===== src/rtl/sumsq_pkg.sv =====
// Shared types and width helpers for the sum-of-squares engine.
package sumsq_pkg;

  typedef enum logic {
    MODE_INST  = 1'b0,
    MODE_FRAME = 1'b1
  } sumsq_mode_e;

  // Widest accumulator the saturation helper can handle.
  localparam int unsigned SAT_W = 64;

  // Width of one squared channel sample.
  function automatic int unsigned sq_w(input int unsigned in_w);
    return 2 * in_w;
  endfunction

  // Width of the sum of nch squares, sized so no carry is ever lost.
  function automatic int unsigned sum_w(input int unsigned in_w, input int unsigned nch);
    return sq_w(in_w) + $clog2(nch);
  endfunction

  // Width of the frame accumulator: one sum per sample, up to 2^cnt_w samples.
  function automatic int unsigned acc_w(input int unsigned in_w, input int unsigned nch,
                                        input int unsigned cnt_w);
    return sum_w(in_w, nch) + cnt_w;
  endfunction

  // Clamp an unsigned value to the largest out_w-bit unsigned number.
  function automatic logic [SAT_W-1:0] sat_u(input logic [SAT_W-1:0] value,
                                             input int unsigned out_w);
    logic [SAT_W-1:0] lim;
    if (out_w >= SAT_W) return value;
    lim = (SAT_W'(1) << out_w) - SAT_W'(1);
    return (value > lim) ? lim : value;
  endfunction

endpackage


===== src/rtl/sumsq_acc_if.sv =====
// Sample-in / result-out bus of the sum-of-squares engine.
//
// Handshake: both channels use valid/ready. A word transfers on a rising clk
// edge where valid and ready are both high. A source holding valid high keeps
// its data stable until that transfer; ready may depend combinationally on the
// consumer's state but never on valid of the same channel.
interface sumsq_acc_if
  import sumsq_pkg::*;
#(
  parameter int NCH   = 2,
  parameter int IN_W  = 12,
  parameter int OUT_W = 22,
  parameter int CNT_W = 8
) ();

  sumsq_mode_e           mode;
  logic [CNT_W-1:0]      frame_len;
  logic                  in_valid;
  logic                  in_ready;
  logic [NCH*IN_W-1:0]   in_data;
  logic                  out_valid;
  logic                  out_ready;
  logic [OUT_W-1:0]      out_data;
  logic                  out_sat;

  // Sample producer / result consumer side.
  modport master (
    output mode, frame_len, in_valid, in_data, out_ready,
    input  in_ready, out_valid, out_data, out_sat
  );

  // Engine side.
  modport slave (
    input  mode, frame_len, in_valid, in_data, out_ready,
    output in_ready, out_valid, out_data, out_sat
  );

endinterface


===== src/rtl/sumsq_tree.sv =====
// Registered N-input adder tree with valid tracking and a pipeline enable.
module sumsq_tree #(
  parameter int N     = 2,
  parameter int IN_W  = 24,
  parameter int OUT_W = 25
) (
  input  logic              clk,
  input  logic              rstn,
  input  logic              en,
  input  logic              valid_in,
  input  logic [N*IN_W-1:0] data_in,
  output logic              valid_out,
  output logic [OUT_W-1:0]  sum
);

  logic [OUT_W-1:0] total;

  // Add all operands at full output width; synthesis balances the chain.
  always_comb begin
    total = '0;
    for (int i = 0; i < N; i++) begin
      total = total + OUT_W'(data_in[i*IN_W +: IN_W]);
    end
  end

  // Register the sum; hold everything while the pipe is stalled.
  always_ff @(posedge clk) begin
    if (!rstn) begin
      valid_out <= 1'b0;
      sum       <= '0;
    end else if (en) begin
      valid_out <= valid_in;
      if (valid_in) sum <= total;
    end
  end

endmodule


===== src/rtl/sumsq_acc.sv =====
// Streaming sum-of-squares engine: squares each channel, sums the channels,
// optionally accumulates over a frame and emits a saturated unsigned result.
// Pipeline: square -> adder tree -> accumulate -> output register.
module sumsq_acc
  import sumsq_pkg::*;
#(
  parameter int NCH    = 2,
  parameter int IN_W   = 12,
  parameter int OUT_W  = 22,
  parameter int CNT_W  = 8,
  parameter int SIGNED = 0
) (
  input  logic        clk,
  input  logic        rstn,
  sumsq_acc_if.slave  bus
);

  localparam int SQ_W  = sq_w(IN_W);
  localparam int SUM_W = sum_w(IN_W, NCH);
  localparam int ACC_W = acc_w(IN_W, NCH, CNT_W);

  // Global stall: the output register is full and nobody is taking it.
  logic advance;
  logic accept;

  logic                out_valid_q;
  logic [OUT_W-1:0]    out_data_q;
  logic                out_sat_q;

  assign advance       = !out_valid_q || bus.out_ready;
  assign bus.in_ready  = advance && rstn;
  assign accept        = bus.in_valid && bus.in_ready;
  assign bus.out_valid = out_valid_q;
  assign bus.out_data  = out_data_q;
  assign bus.out_sat   = out_sat_q;

  // ---------------- stage 1: per-channel square ----------------
  logic [NCH*SQ_W-1:0] sq_d;
  logic [NCH*SQ_W-1:0] sq_q;
  logic                v1;

  for (genvar i = 0; i < NCH; i++) begin : g_sq
    if (SIGNED != 0) begin : g_signed
      logic signed [SQ_W-1:0] xe;
      assign xe = SQ_W'($signed(bus.in_data[i*IN_W +: IN_W]));
      assign sq_d[i*SQ_W +: SQ_W] = xe * xe;
    end else begin : g_unsigned
      logic [SQ_W-1:0] xe;
      assign xe = SQ_W'(bus.in_data[i*IN_W +: IN_W]);
      assign sq_d[i*SQ_W +: SQ_W] = xe * xe;
    end
  end

  // Capture squares of an accepted sample; a bubble only clears v1.
  always_ff @(posedge clk) begin
    if (!rstn) begin
      v1   <= 1'b0;
      sq_q <= '0;
    end else if (advance) begin
      v1 <= accept;
      if (accept) sq_q <= sq_d;
    end
  end

  // ---------------- stage 2: adder tree ----------------
  logic             v2;
  logic [SUM_W-1:0] sum2;

  sumsq_tree #(
    .N     (NCH),
    .IN_W  (SQ_W),
    .OUT_W (SUM_W)
  ) u_tree (
    .clk       (clk),
    .rstn      (rstn),
    .en        (advance),
    .valid_in  (v1),
    .data_in   (sq_q),
    .valid_out (v2),
    .sum       (sum2)
  );

  // ---------------- stage 3: frame accumulator ----------------
  logic [CNT_W-1:0] cnt;
  logic [CNT_W-1:0] len_q;
  sumsq_mode_e      mode_q;
  logic [ACC_W-1:0] acc;
  logic             v3;

  logic             frame_start;
  logic [CNT_W-1:0] start_len;
  logic [CNT_W-1:0] eff_len;
  logic             last;
  logic [ACC_W-1:0] acc_next;

  // Mode and length are sampled only when a frame's first sample lands here,
  // so edits to them mid-frame wait for the next frame.
  assign frame_start = (cnt == '0);
  assign start_len   = (bus.mode == MODE_INST || bus.frame_len == '0) ? CNT_W'(1)
                                                                       : bus.frame_len;
  assign eff_len     = frame_start ? start_len
                                   : ((mode_q == MODE_INST) ? CNT_W'(1) : len_q);
  assign last        = ((CNT_W+1)'(cnt) + (CNT_W+1)'(1)) == (CNT_W+1)'(eff_len);
  assign acc_next    = (frame_start ? '0 : acc) + ACC_W'(sum2);

  // Accumulate each sum; flag the completed frame for the output register.
  always_ff @(posedge clk) begin
    if (!rstn) begin
      cnt    <= '0;
      len_q  <= CNT_W'(1);
      mode_q <= MODE_INST;
      acc    <= '0;
      v3     <= 1'b0;
    end else if (advance) begin
      v3 <= 1'b0;
      if (v2) begin
        if (frame_start) begin
          mode_q <= bus.mode;
          len_q  <= start_len;
        end
        acc <= acc_next;
        if (last) begin
          cnt <= '0;
          v3  <= 1'b1;
        end else begin
          cnt <= cnt + CNT_W'(1);
        end
      end
    end
  end

  // ---------------- output register with saturation ----------------
  logic [SAT_W-1:0] acc_ext;
  logic [SAT_W-1:0] acc_sat;

  assign acc_ext = SAT_W'(acc);
  assign acc_sat = sat_u(acc_ext, OUT_W);

  // Load a finished frame; otherwise empty the register once it was taken.
  always_ff @(posedge clk) begin
    if (!rstn) begin
      out_valid_q <= 1'b0;
      out_data_q  <= '0;
      out_sat_q   <= 1'b0;
    end else if (advance) begin
      out_valid_q <= v3;
      if (v3) begin
        out_data_q <= acc_sat[OUT_W-1:0];
        out_sat_q  <= (acc_sat != acc_ext);
      end
    end
  end

endmodule

===== src/flat_wrapper.sv =====
// flat-port wrapper written by rule: the top's interface ports become plain ports
module sumsq_acc_flat import sumsq_pkg::*;
#(
  parameter int NCH    = 2,
  parameter int IN_W   = 12,
  parameter int OUT_W  = 22,
  parameter int CNT_W  = 8,
  parameter int SIGNED = 0
)
  (clk, rstn, bus_mode, bus_frame_len, bus_in_valid, bus_in_data, bus_out_ready, bus_in_ready, bus_out_valid, bus_out_data, bus_out_sat);
  sumsq_acc_if #(.NCH(NCH), .IN_W(IN_W), .OUT_W(OUT_W), .CNT_W(CNT_W)) bus_i ();
  input  logic clk;
  input  logic rstn;
  input wire logic [$bits(bus_i.mode)-1:0] bus_mode;
  input wire logic [$bits(bus_i.frame_len)-1:0] bus_frame_len;
  input wire logic [$bits(bus_i.in_valid)-1:0] bus_in_valid;
  input wire logic [$bits(bus_i.in_data)-1:0] bus_in_data;
  input wire logic [$bits(bus_i.out_ready)-1:0] bus_out_ready;
  output wire logic [$bits(bus_i.in_ready)-1:0] bus_in_ready;
  output wire logic [$bits(bus_i.out_valid)-1:0] bus_out_valid;
  output wire logic [$bits(bus_i.out_data)-1:0] bus_out_data;
  output wire logic [$bits(bus_i.out_sat)-1:0] bus_out_sat;
  assign bus_i.mode = bus_mode;
  assign bus_i.frame_len = bus_frame_len;
  assign bus_i.in_valid = bus_in_valid;
  assign bus_i.in_data = bus_in_data;
  assign bus_i.out_ready = bus_out_ready;
  assign bus_in_ready = bus_i.in_ready;
  assign bus_out_valid = bus_i.out_valid;
  assign bus_out_data = bus_i.out_data;
  assign bus_out_sat = bus_i.out_sat;
  sumsq_acc #(.NCH(NCH), .IN_W(IN_W), .OUT_W(OUT_W), .CNT_W(CNT_W), .SIGNED(SIGNED)) u_core (.clk(clk), .rstn(rstn), .bus(bus_i));
endmodule

===== config.mk =====
export PLATFORM = sky130hd
export DESIGN_NAME = sumsq_acc_flat
export DESIGN_NICKNAME = d
export VERILOG_FILES = /design/src/rtl/sumsq_pkg.sv /design/src/rtl/sumsq_acc_if.sv /design/src/rtl/sumsq_tree.sv /design/src/rtl/sumsq_acc.sv /design/src/flat_wrapper.sv
export SDC_FILE = /design/constraint.sdc
export NUM_CORES = 1
export LEC_CHECK = 0
export ABC_AREA = 0
export CAP_MARGIN = 40
export CORE_MARGIN = 2
export CORE_UTILIZATION = 50
export CTS_BUF_LIST = sky130_fd_sc_hd__clkbuf_4
export CTS_CLUSTER_SIZE = 8
export DETAILED_ROUTE_END_ITERATION = 8
export PLACE_DENSITY = 0.69
export SLEW_MARGIN = 20
export SYNTH_ARGS = -nofsm -noshare
export SYNTH_HDL_FRONTEND = slang
export SYNTH_HIERARCHICAL = 1
export SYNTH_SLANG_ARGS = --single-unit

===== constraint.sdc =====
create_clock -name clk -period 12.5 [get_ports clk]
set_input_delay 3.125 -clock clk [delete_from_list [all_inputs] [get_ports clk]]
set_output_delay 3.125 -clock clk [all_outputs]
set_load 0.01 [all_outputs]

=== Yosys cells after proc, flatten, opt, wreduce, memory -nomap -nowiden ===
Index checks and enable logic that the tools add are counted.

* Register bits: 150
* Output and inout bits: 25
* Input port bits: 37
* Logic and storage cells: 42

* Equality and inequality tests: 2
* Add/sub/neg operators: 4
* Bitwise operators: 1
* Multipliers: 2
* Multiplexer cells: 8
* Order comparisons: 1
* Reduce and logical (&&, ||, !) cells: 12

{| class="wikitable"
|+ Operators by type and width
! cell !! number
|-
| 33-bit 2-to-1 mux || 2
|-
| 64-bit by 33-bit inequality test with 1-bit output || 1
|-
| 12-bit by 12-bit multiplier with 24-bit output || 2
|-
| 33-bit by 25-bit adder with 33-bit output || 1
|-
| 33-bit by 22-bit greater-than comparator with 1-bit output (second input constant) || 1
|-
| 8-bit 2-to-1 mux || 4
|-
| 24-bit by 24-bit adder with 25-bit output || 1
|-
| 8-bit logical NOT || 2
|-
| 8-bit by 1-bit adder with 9-bit output (second input constant) || 1
|-
| 9-bit by 8-bit equality test with 1-bit output || 1
|-
| 8-bit by 1-bit adder with 8-bit output (second input constant) || 1
|-
| 2-bit AND reduction || 4
|-
| 3-bit AND reduction || 1
|-
| 1-bit logical AND || 2
|-
| 1-bit logical OR || 2
|-
| 1-bit 2-to-1 mux || 2
|-
| 1-bit logical NOT || 1
|-
| 1-bit inverter || 1
|}

=== Logic depth before layout (Yosys ltp) ===
Gate-level depths: netlist (run 1).

* Depth after elaboration: 7
* Gate-level depth with buffers: 23
* Mapped depth without buffers: 22

=== Hierarchy ===
Netlist (run 1), hierarchy kept.

{| class="wikitable"
|+ By module, submodules not included
! module !! times used !! area each (um^2) !! seq. area each (um^2) !! cells each
|-
| sumsq_acc || 1 || 14276.2 || 2442.3 || 1699
|-
| sumsq_tree || 1 || 2200.9 || 520.5 || 285
|}

=== Worst setup path after synthesis (run 1) ===
OpenSTA, ideal clock, no wires.

* Kind: input port to flip-flop
* Start point: in bus_in_data[23]
* End point: reg u_core.sq_q[44]
* Buffers on the path: 1
* Library setup time: 0.126 ns
* Stages on the path: 20
* Slack: 4.195 ns
* Arrival: 8.179 ns
* Cells stage by stage: clkbuf_1 and2_1 inv_1 fa_1 inv_1 fa_1 fa_1 fa_1 inv_1 fa_1 inv_1 ha_1 a21o_1 a21oi_1 nand2_1 o21a_1 a221o_1 a2111oi_0 or4_1 o211ai_1

* Longest elaborated chain between the ends: 1

{| class="wikitable"
|+ RTL lines
! what !! RTL line !! RTL
|-
| start: declaration || flat_wrapper.sv:17 || <nowiki>input wire logic [$bits(bus_i.in_data)-1:0] bus_in_data;</nowiki>
|-
| 12-bit by 12-bit multiplier with 24-bit output || sumsq_acc.sv:50 || <nowiki>assign sq_d[i*SQ_W +: SQ_W] = xe * xe;</nowiki>
|-
| end signal: assignment || sumsq_acc.sv:61 || <nowiki>if (accept) sq_q <= sq_d;</nowiki>
|-
| end: declaration || sumsq_acc.sv:39 || <nowiki>logic [NCH*SQ_W-1:0] sq_q;</nowiki>
|}

Every way passes these cells.
A chain may end at the register's enable or synchronous reset.

=== Final worst setup path (run 1) ===
* Start point: in rstn
* End point: out bus_in_ready

* Longest elaborated chain between the ends: 1

{| class="wikitable"
|+ RTL lines
! what !! RTL line !! RTL
|-
| start: declaration || flat_wrapper.sv:13 || <nowiki>input logic rstn;</nowiki>
|-
| 1-bit logical AND || sumsq_acc.sv:31 || <nowiki>assign bus.in_ready = advance && rstn;</nowiki>
|-
| end: declaration || flat_wrapper.sv:19 || <nowiki>output wire logic [$bits(bus_i.in_ready)-1:0] bus_in_ready;</nowiki>
|}

Every way passes these cells.

==> results.json, run 1 <==
{
  "worst-path-max-fanout": 62,
  "insertion_delay_ns": 0.58,
  "synth-simple-area-share": 0.1885,
  "numCtsBuffers": 17,
  "status": "finished, final reports clean",
  "io_pins": 62,
  "synthAdderAreaFrac": 0.3270,
  "seq_area_um2": 2963,
  "cp.arrival_ns": 5.47,
  "worstSetupPathType": "in2out",
  "synth_area_um2": 16480,
  "r2r_slack_ns": 7.80,
  "hp-class": "reg2reg",
  "grt_pass1_vias": 12920,
  "sequentialPowerShare": 0.200,
  "syn_area_per_cell_um2": 8.305,
  "ys_types": 79,
  "ctsHoldBuffers": 0,
  "maxCapViolations": 0,
  "postRouteWirelength_mm": 36.04,
  "rr_endpoint": "u_core/acc[32]",
  "start_kind": "input pin",
  "rows": 66,
  "skew_ns": 0.02399,
  "wl_per_cell_um": 14.77,
  "cts.repair.resized": 0,
  "p_switching_w": 0.001362,
  "final_layout_size_suffix_gt1_frac": 0.04306,
  "rsz0062_at_grt": "false",
  "syn_inst": 1984,
  "via_count": 13350,
  "hold_depth": 2,
  "synth_xor_area_frac": 0.03987,
  "cts_tree": "yes",
  "io_buffers": 61,
  "postCtsSetupBuffers": 0,
  "synth_top_family_by_area": "adder cells",
  "synth_compound_gate_area_share": 0.1611,
  "cts.sinks": 148,
  "pwr-share-clk": 0.115,
  "drtIter0Drc": 813,
  "slew_violations": 0,
  "rr_worst_depth": 17,
  "ir_worst_vdd_uv": 139.5,
  "syn2layout_area_growth_pct": 7.244,
  "fp.dieW_um": 185.5,
  "grt_max_degree": 75,
  "hold_viol_final": 0,
  "ant_nets": 0,
  "initial_core_util": 0.5077,
  "antenna_found_initial": 1,
  "max_freq_mhz": 116.3,
  "track_usage": 0.2168,
  "cp.required_ns": 9.38,
  "hpwl_mm": 28.59,
  "cts_root_buf": "clkbuf_4",
  "clockBufferDepth": 2,
  "slew_headroom": 0.5423,
  "post-route-period-util": 0.6880,
  "dieHeight_um": 185.5,
  "drc": 0,
  "drt-vias-per-instance": 5.471,
  "num-fill-cells": 3132,
  "ys_async_sr_fraction": 0,
  "layout_min_cycle_time_ns": 8.600,
  "end_kind": "primary output",
  "nets": 2352,
  "synth-edff-count": 0,
  "ys_seq_elements": 148,
  "grt_pass1_wl_mm": 61.33,
  "swShare": 0.4705,
  "grt.overflow.total": 0,
  "drtPass1Iterations": 5,
  "worst_pin_slew_ns": 0.6849,
  "worstHoldEndpoint": "u_core/len_q[7]",
  "synth.area.mux_share": 0.01063,
  "combPwrFrac": 0.685,
  "dieArea_um2": 34420,
  "htreeDepth": 4,
  "synth-seq-area-share": 0.1798,
  "p_per_area_nw_per_um2": 163.8,
  "yosysWarningCount": 6,
  "finalSetupViolCount": 0,
  "hold_slack_ns": 0.4643,
  "clk_pin_slew_ns": 0.14,
  "synthFlopType": "dfxtp_1",
  "timing.rr.start": "u_core/cnt[0]",
  "p_int_w": 0.001532,
  "fin_setup_tns_ns": 0,
  "globalplace.congestion": 0.8991,
  "multiInputGateArea_um2": 12000,
  "core_area_um2": 32450,
  "hp-start": "u_core/len_q[7]",
  "p_leak_nw": 8.299
}
[cells by family after synthesis]
kind of cell,after synthesis
buffers and inverters,398
adder cells (fa/ha/maj),331
flip-flops,148
XOR/XNOR,75
other,1
AND/OR/NAND/NOR,616
AO/OA/AOI/OAI,398
multiplexers,17
[stage by stage]
stage	worst slack [ns]	cells	power (W)	utilization	area (um^2)
floorplan	4.195	1987	0.002151	-	16490
global placement	3.366	2404	0.002522	0.5335	17320
detailed placement	3.261	2407	0.002564	0.5348	17360
CTS	3.883	2439	0.002915	0.5444	17670
global route	3.571	2440	0.003234	0.5445	17670
finish	3.900	2440	0.002894	0.5445	17670
[how the worst max path moves through the flow]
stage                                from         endpoint  slack, ns  cells after the start
after floorplan           bus_in_data[23]  u_core/sq_q[44]       4.19                     20
after global placement     bus_in_data[3]  u_core/sq_q[23]       3.37                     20
after detailed placement   bus_in_data[3]  u_core/sq_q[23]       3.26                     20
after CTS                            rstn     bus_in_ready       3.88                      5
after global routing       bus_in_data[3]  u_core/sq_q[23]       3.57                     20
final                                rstn     bus_in_ready       3.90                      5
[flip-flops by register name, indices dropped and copies added (netlist names)]
register	cells
u_core/acc	33
u_core/bus.out_data	22
u_core/bus.out_sat	1
u_core/bus.out_valid	1
u_core/cnt	8
u_core/len_q	8
u_core/mode_q	1
u_core/sq_q	46
u_core/u_tree/sum	25
u_core/u_tree/valid_out	1
u_core/v1	1
u_core/v3	1
[Yosys cell counts, types with 8 or more instances]
cell type	n	share of area
o21bai_1	8	0.0036
nand4_1	16	0.0061
a211oi_1	20	0.0091
nor2b_1	11	0.0042
o221a_2	22	0.015
xnor2_1	51	0.027
nor3_1	33	0.010
o21ai_0	102	0.031
a21oi_1	95	0.029
a31oi_1	19	0.0072
o31ai_1	16	0.0073
inv_1	305	0.069
ha_1	165	0.13
dfxtp_1	148	0.18
xor2_1	24	0.013
nor2_1	60	0.014
and2_1	128	0.049
o21a_1	10	0.0046
mux2i_1	13	0.0079
nand2_1	197	0.045
fa_1	166	0.20
nand2b_1	17	0.0065
nand3b_1	9	0.0041
o211ai_1	11	0.0050
and3_1	13	0.0049
a21o_1	32	0.015
or3_1	10	0.0038
clkbuf_1	81	0.018
nand3_1	91	0.028
[per-layer routing]
metal	routed length, um	GRT usage
met5	0	0
met4	804	0.06614
met3	1379	0.02230
met2	16530	0.3561
met1	17330	0.3019
[power by group through the flow]
| stage | Sequential [W] | Combinational [W] | Clock (W) |
|---|---|---|---|
| 5_1_grt | 0.000584 | 0.00229 | 0.000360 |
| 4_1_cts | 0.000579 | 0.00199 | 0.000342 |
| 2_1_floorplan | 0.000567 | 0.00158 | 0 |
| 6_report | 0.000578 | 0.00198 | 0.000332 |
| 3_5_place_dp | 0.000590 | 0.00197 | 0 |
| 3_3_place_gp | 0.000588 | 0.00193 | 0 |
[layout by cell type, fill, tap and decap left out, drive strengths merged, types with 13 or more instances in the layout]
cell / synthesis / routed
dfxtp: 148 / 148
nand3: 91 / 91
clkdlybuf4s50: 0 / 60
nand2b: 17 / 17
nor3: 33 / 33
mux2i: 13 / 13
and3: 14 / 14
o31ai: 16 / 16
o21ai: 105 / 105
nand4: 17 / 17
and2: 128 / 128
xnor2: 51 / 51
a31oi: 21 / 21
fa: 166 / 166
a21o: 33 / 33
a21oi: 95 / 95
inv: 305 / 310
a211oi: 20 / 20
xor2: 24 / 24
nor2: 60 / 60
o221a: 22 / 22
nand2: 197 / 197
ha: 165 / 165
clkbuf: 81 / 18
[critical path, stage by stage]
cell and delay (ns):
buf_4 0.48, clkinv_1 0.52, buf_4 0.43, nor2_1 0.30
clkdlybuf4s50_1 0.60
[cell type report]
class,instances,share of cell area
timing repair buffer,70,0.03930
multi-input combinational,1441,0.6790
clock buffer,18,0.007647
tap,442,0.03130
inverter,306,0.06500
clock inverter,14,0.009984
antenna,1,0.0001416
sequential,148,0.1677
Power figures use the tool's default switching activity.
==> run 2: changes to the inputs <==
- clock period: 12.5 -> 8.11 ns (I/O delays scaled with it)
==> run 2 against run 1 <==
Via count shrank 0.19%. Global-route usage is 0.45 points lower. Clock skew decreased by 0.0085 ns. Non-clock buffer count up 24. First-iteration DRC count is 20% lower. Sequential share of layout area is 0.16 points lower. Core utilization increased by 0.54 points. Cell count grew 0.98%. Die area unchanged. Critical path depth grew 15. Power grew 54%. Routed wire length is 2.2% lower.
==> results.json, run 2 (synthesis gave the netlist of run 1 again) <==
{
  "worstSetupPathType": "in2reg",
  "io_pins": 62,
  "post-place-ws_ns": 0.2235,
  "pwr-share-clk": 0.110,
  "placed_cell_area_um2": 17530,
  "postRouteWirelength_mm": 35.26,
  "htreeDepth": 4,
  "antenna_found_initial": 1,
  "crit_slowest_cell": "clkdlybuf4s50_1",
  "hold_slack_ns": 0.4690,
  "fin_setup_tns_ns": 0,
  "clk_pin_slew_ns": 0.12,
  "slew_headroom": 0.5532,
  "setup_slack_ns": 0.8238,
  "finalSetupViolCount": 0,
  "grt_pass1_vias": 12760,
  "max_freq_mhz": 137.2,
  "final_layout_size_suffix_gt1_frac": 0.05443,
  "drc": 0,
  "ant_nets": 0,
  "p_leak_nw": 8.411,
  "wl_per_cell_um": 14.31,
  "drtIter0Drc": 647,
  "nets": 2376,
  "p_per_area_nw_per_um2": 250.0,
  "slew_violations": 0,
  "cpPeakStageDelay_ns": 0.64,
  "syn2layout_area_growth_pct": 8.308,
  "core_area_um2": 32450,
  "globalplace.congestion": 0.9275,
  "sequentialPowerShare": 0.200,
  "drt-vias-per-instance": 5.407,
  "end_kind": "flip-flop",
  "worstPathCellList": "clkdlybuf4s50_1, nand2_1, inv_1, fa_1, fa_1, inv_1, fa_1, inv_1, fa_1, inv_1, fa_1, inv_1, ha_1, or4_1, o221ai_1, o22ai_1, a2111oi_0, o31ai_1, xnor2_1, o21ai_0",
  "skew_ns": 0.01545,
  "dieArea_um2": 34420,
  "combPwrFrac": 0.690,
  "numCtsBuffers": 17,
  "layout_min_cycle_time_ns": 7.286,
  "top_register": "u_core/sq_q",
  "start_kind": "input pin",
  "clockBufferDepth": 2,
  "maxCapViolations": 0,
  "mostFrequentLayoutCell": "inv_1",
  "grt.overflow.total": 0,
  "hp-class": "reg2reg",
  "status": "finished, final reports clean",
  "postCtsSetupBuffers": 0,
  "post-route-period-util": 0.8984,
  "seq_area_um2": 2963,
  "top_regs": "u_core/sq_q (46), u_core/acc (33), u_core/u_tree/sum (25)",
  "initial_core_util": 0.5077,
  "fp.dieW_um": 185.5,
  "worst-path-max-fanout": 7,
  "grt_pass1_wl_mm": 60.44,
  "grt_max_degree": 75,
  "num-fill-cells": 3053,
  "ir_worst_vdd_uv": 219.4,
  "cts_root_buf": "clkbuf_4",
  "cp.arrival_ns": 7.73,
  "cts_tree": "yes",
  "io_buffers": 61,
  "rsz0062_at_grt": "false",
  "cts.repair.resized": 0,
  "multiInputGateArea_um2": 12000,
  "swShare": 0.4672,
  "p_int_w": 0.002377,
  "worst_pin_slew_ns": 0.6687,
  "cts.sinks": 148,
  "design_area_um2": 17850,
  "insertion_delay_ns": 0.57,
  "layout_common_cells": "305 x inv_1, 196 x nand2_1, 166 x fa_1",
  "via_count": 13320,
  "rows": 66,
  "hpwl_mm": 28.32,
  "hold_viol_final": 0,
  "largest_reg_flops": 46,
  "p_switching_w": 0.002085,
  "ctsHoldBuffers": 0,
  "cp.required_ns": 8.55,
  "track_usage": 0.2122,
  "dieHeight_um": 185.5,
  "drtPass1Iterations": 5
}
run 2: layer usage:
metal / vias to the layer above / wire length, um / share of wire / global-route usage
met5: - / 0 / 0 / 0
met4: 0 / 706 / 0.020 / 0.05921
met3: 44 / 1261 / 0.036 / 0.02191
met2: 254 / 16490 / 0.47 / 0.3549
met1: 6361 / 16800 / 0.48 / 0.2926
li1: 6665 / - / - / -
run 2: power groups by stage:
stage / clock network (W) / registers [W] / logic (W)
after floorplan: 0 / 0.000874 / 0.00244
after global placement: 0 / 0.000904 / 0.00301
after detailed placement: 0 / 0.000907 / 0.00306
after CTS: 0.000509 / 0.000891 / 0.00309
after global routing: 0.000535 / 0.000901 / 0.00355
final: 0.000493 / 0.000892 / 0.00308
run 2: worst max-delay path, delay by kind of cell:
family,cells,cell delay (ns)
compound gates,5,1.29
xor+xnor,1,0.18
fa+ha+maj,6,2.73
buf+inv,6,0.92
simple gates,2,0.57
run 2: cell type report:
type	instances	area share
inverters	306	0.06436
multi-input cells	1441	0.6723
clock inverters	13	0.008764
diodes	1	0.0001402
well taps	442	0.03099
flip-flops and latches	148	0.1660
clock buffers	19	0.007993
repair buffers	94	0.04943
run 2: stage by stage:
stage	power, W	instances	utilization
global placement	0.003913	2427	0.5389
finish	0.004462	2464	0.5499
detailed placement	0.003967	2430	0.5401
floorplan	0.003315	1987	-
global route	0.004984	2464	0.5499
CTS	0.004490	2462	0.5493
run 2: final timing paths:
kind | end | slack [ns] | start | cells after the start
min reg2reg | u_core/len_q[7] | 0.47 | u_core/len_q[7] | 2
max reg2reg | u_core/acc[32] | 3.54 | u_core/cnt[0] | 14
max | u_core/sq_q[23] | 0.82 | bus_in_data[3] | 20
min | u_core/len_q[7] | 0.47 | u_core/len_q[7] | 2
==> run 3: changes to the inputs <==
- REMOVE_ABC_BUFFERS: not set -> 1
==> run 3 against run 2 <==
Hold slack lost 0.0052 ns. Combinational power is essentially flat. Critical path depth is the same. Core utilization grew 0.069 points. Global-route usage grew 0.15 points. Cell count shrank 0.16%. Die area is the same. First-iteration DRC count grew 54%. Via count grew 0.53%. Maximum frequency shrank 1.4%.
==> results.json, run 3 (synthesis gave the netlist of run 1 again) <==
{
  "slew_violations": 0,
  "fin_setup_tns_ns": 0,
  "grt_pass1_wl_mm": 60.40,
  "rr_worst_depth": 17,
  "layout_common_cells": "305 x inv_1, 196 x nand2_1, 166 x fa_1",
  "wl_per_cell_um": 14.57,
  "grt_max_degree": 75,
  "core_area_um2": 32450,
  "rows": 66,
  "clockBufferDepth": 2,
  "fp.dieW_um": 185.5,
  "finalSetupViolCount": 0,
  "r2r_slack_ns": 3.19,
  "drtPass1Iterations": 8,
  "worst-path-max-fanout": 11,
  "ant_nets": 0,
  "grt_pass1_vias": 12900,
  "maxCapViolations": 0,
  "slew_headroom": 0.4859,
  "end_kind": "flip-flop",
  "initial_core_util": 0.5077,
  "postRouteWirelength_mm": 35.84,
  "final_layout_size_suffix_gt1_frac": 0.05354,
  "cts.repair.resized": 0,
  "hp-class": "reg2reg",
  "p_per_area_nw_per_um2": 254.1,
  "largest_reg_flops": 46,
  "antenna_found_initial": 1,
  "timing.rr.start": "u_core/cnt[0]",
  "htreeDepth": 4,
  "worstHoldEndpoint": "u_core/len_q[1]",
  "dieArea_um2": 34420,
  "layout_min_cycle_time_ns": 7.390,
  "hold_viol_final": 0,
  "cp.arrival_ns": 7.81,
  "worst_pin_slew_ns": 0.7693,
  "syn2layout_area_growth_pct": 8.444,
  "cts_tree": "yes",
  "ir_worst_vdd_uv": 178.1,
  "numCtsBuffers": 17,
  "insertion_delay_ns": 0.57,
  "rsz0062_at_grt": "false",
  "cts_root_buf": "clkbuf_4",
  "start_kind": "input pin",
  "worstSetupPathType": "in2reg",
  "globalplace.congestion": 0.9196,
  "via_count": 13390,
  "drt-vias-per-instance": 5.445,
  "nets": 2372,
  "grt.overflow.total": 0,
  "clk_pin_slew_ns": 0.12,
  "mostFrequentLayoutCell": "inv_1",
  "rr_endpoint": "u_core/acc[32]",
  "p_leak_nw": 8.423,
  "hpwl_mm": 28.15,
  "skew_ns": 0.02840,
  "drtIter0Drc": 994,
  "dieHeight_um": 185.5,
  "post-route-period-util": 0.9112,
  "drc": 0,
  "hp-start": "u_core/len_q[1]",
  "postCtsSetupBuffers": 0,
  "io_pins": 62,
  "max_freq_mhz": 135.3,
  "cts.sinks": 148,
  "io_buffers": 61,
  "track_usage": 0.2137,
  "top_regs": "u_core/sq_q (46), u_core/acc (33), u_core/u_tree/sum (25)",
  "top_register": "u_core/sq_q",
  "hold_depth": 2,
  "cp.required_ns": 8.53,
  "ctsHoldBuffers": 0,
  "hold_slack_ns": 0.4638,
  "status": "finished, final reports clean"
}
## run 3: how the worst max path moves through the flow
| stage | from | slack [ns] | end |
|---|---|---|---|
| 2_1_floorplan | bus_in_data[13] | 1.11 | u_core/sq_q[44] |
| 6_report | bus_in_data[4] | 0.72 | u_core/sq_q[23] |
| 3_3_place_gp | bus_in_data[4] | 0.28 | u_core/sq_q[23] |
| 3_5_place_dp | bus_in_data[4] | 0.14 | u_core/sq_q[23] |
| 4_1_cts | bus_in_data[4] | 0.74 | u_core/sq_q[23] |
| 5_1_grt | bus_in_data[4] | 0.36 | u_core/sq_q[23] |
## run 3: cell type report
cell class	instances	area (um^2)
repair buffers	90	844.6
multi-input cells	1441	12000
well taps	442	553.0
diodes	1	2.502
clock buffers	18	135.1
fillers	3008	14590
clock inverters	14	224.0
flip-flops and latches	148	2963
inverters	306	1149
## run 3: metrics by stage
stage	setup WS [ns]	area [um^2]	cells	utilization	total power [W]
2_1_floorplan	1.113	16110	1895	-	0.003283
3_5_place_dp	0.1433	17510	2427	0.5394	0.003971
4_1_cts	0.7366	17870	2459	0.5505	0.004571
5_1_grt	0.3612	17870	2460	0.5506	0.005047
3_3_place_gp	0.2838	17470	2424	0.5382	0.003919
6_report	0.7201	17870	2460	0.5506	0.004541
## run 3: routing by layer
| layer | share of wire | vias up | wire [um] | global-route usage |
|---|---|---|---|---|
| met5 | 0 | - | 0 | 0 |
| met4 | 0.022 | 0 | 805 | 0.06835 |
| met3 | 0.035 | 49 | 1239 | 0.02328 |
| met2 | 0.47 | 264 | 16860 | 0.3609 |
| met1 | 0.47 | 6409 | 16940 | 0.2876 |
| li1 | - | 6672 | - | - |
## run 3: critical path: stages
cell             delay, ns
clkdlybuf4s50_1       0.70
nand2_1               0.15
inv_1                 0.09
fa_1                  0.43
fa_1                  0.51
inv_1                 0.05
fa_1                  0.47
inv_1                 0.05
fa_1                  0.53
inv_1                 0.06
fa_1                  0.53
inv_1                 0.05
ha_1                  0.25
or4_1                 0.42
o221ai_1              0.27
o22ai_1               0.18
a2111oi_0             0.62
o31ai_1               0.19
xnor2_1               0.17
o21ai_0               0.08
## run 3: report_power, final
group / switching, W / internal, W
Clock: 0.000289 / 0.000284
Sequential: 0.0000643 / 0.000822
Combinational: 0.00176 / 0.00133
Total: 0.00211 / 0.00243
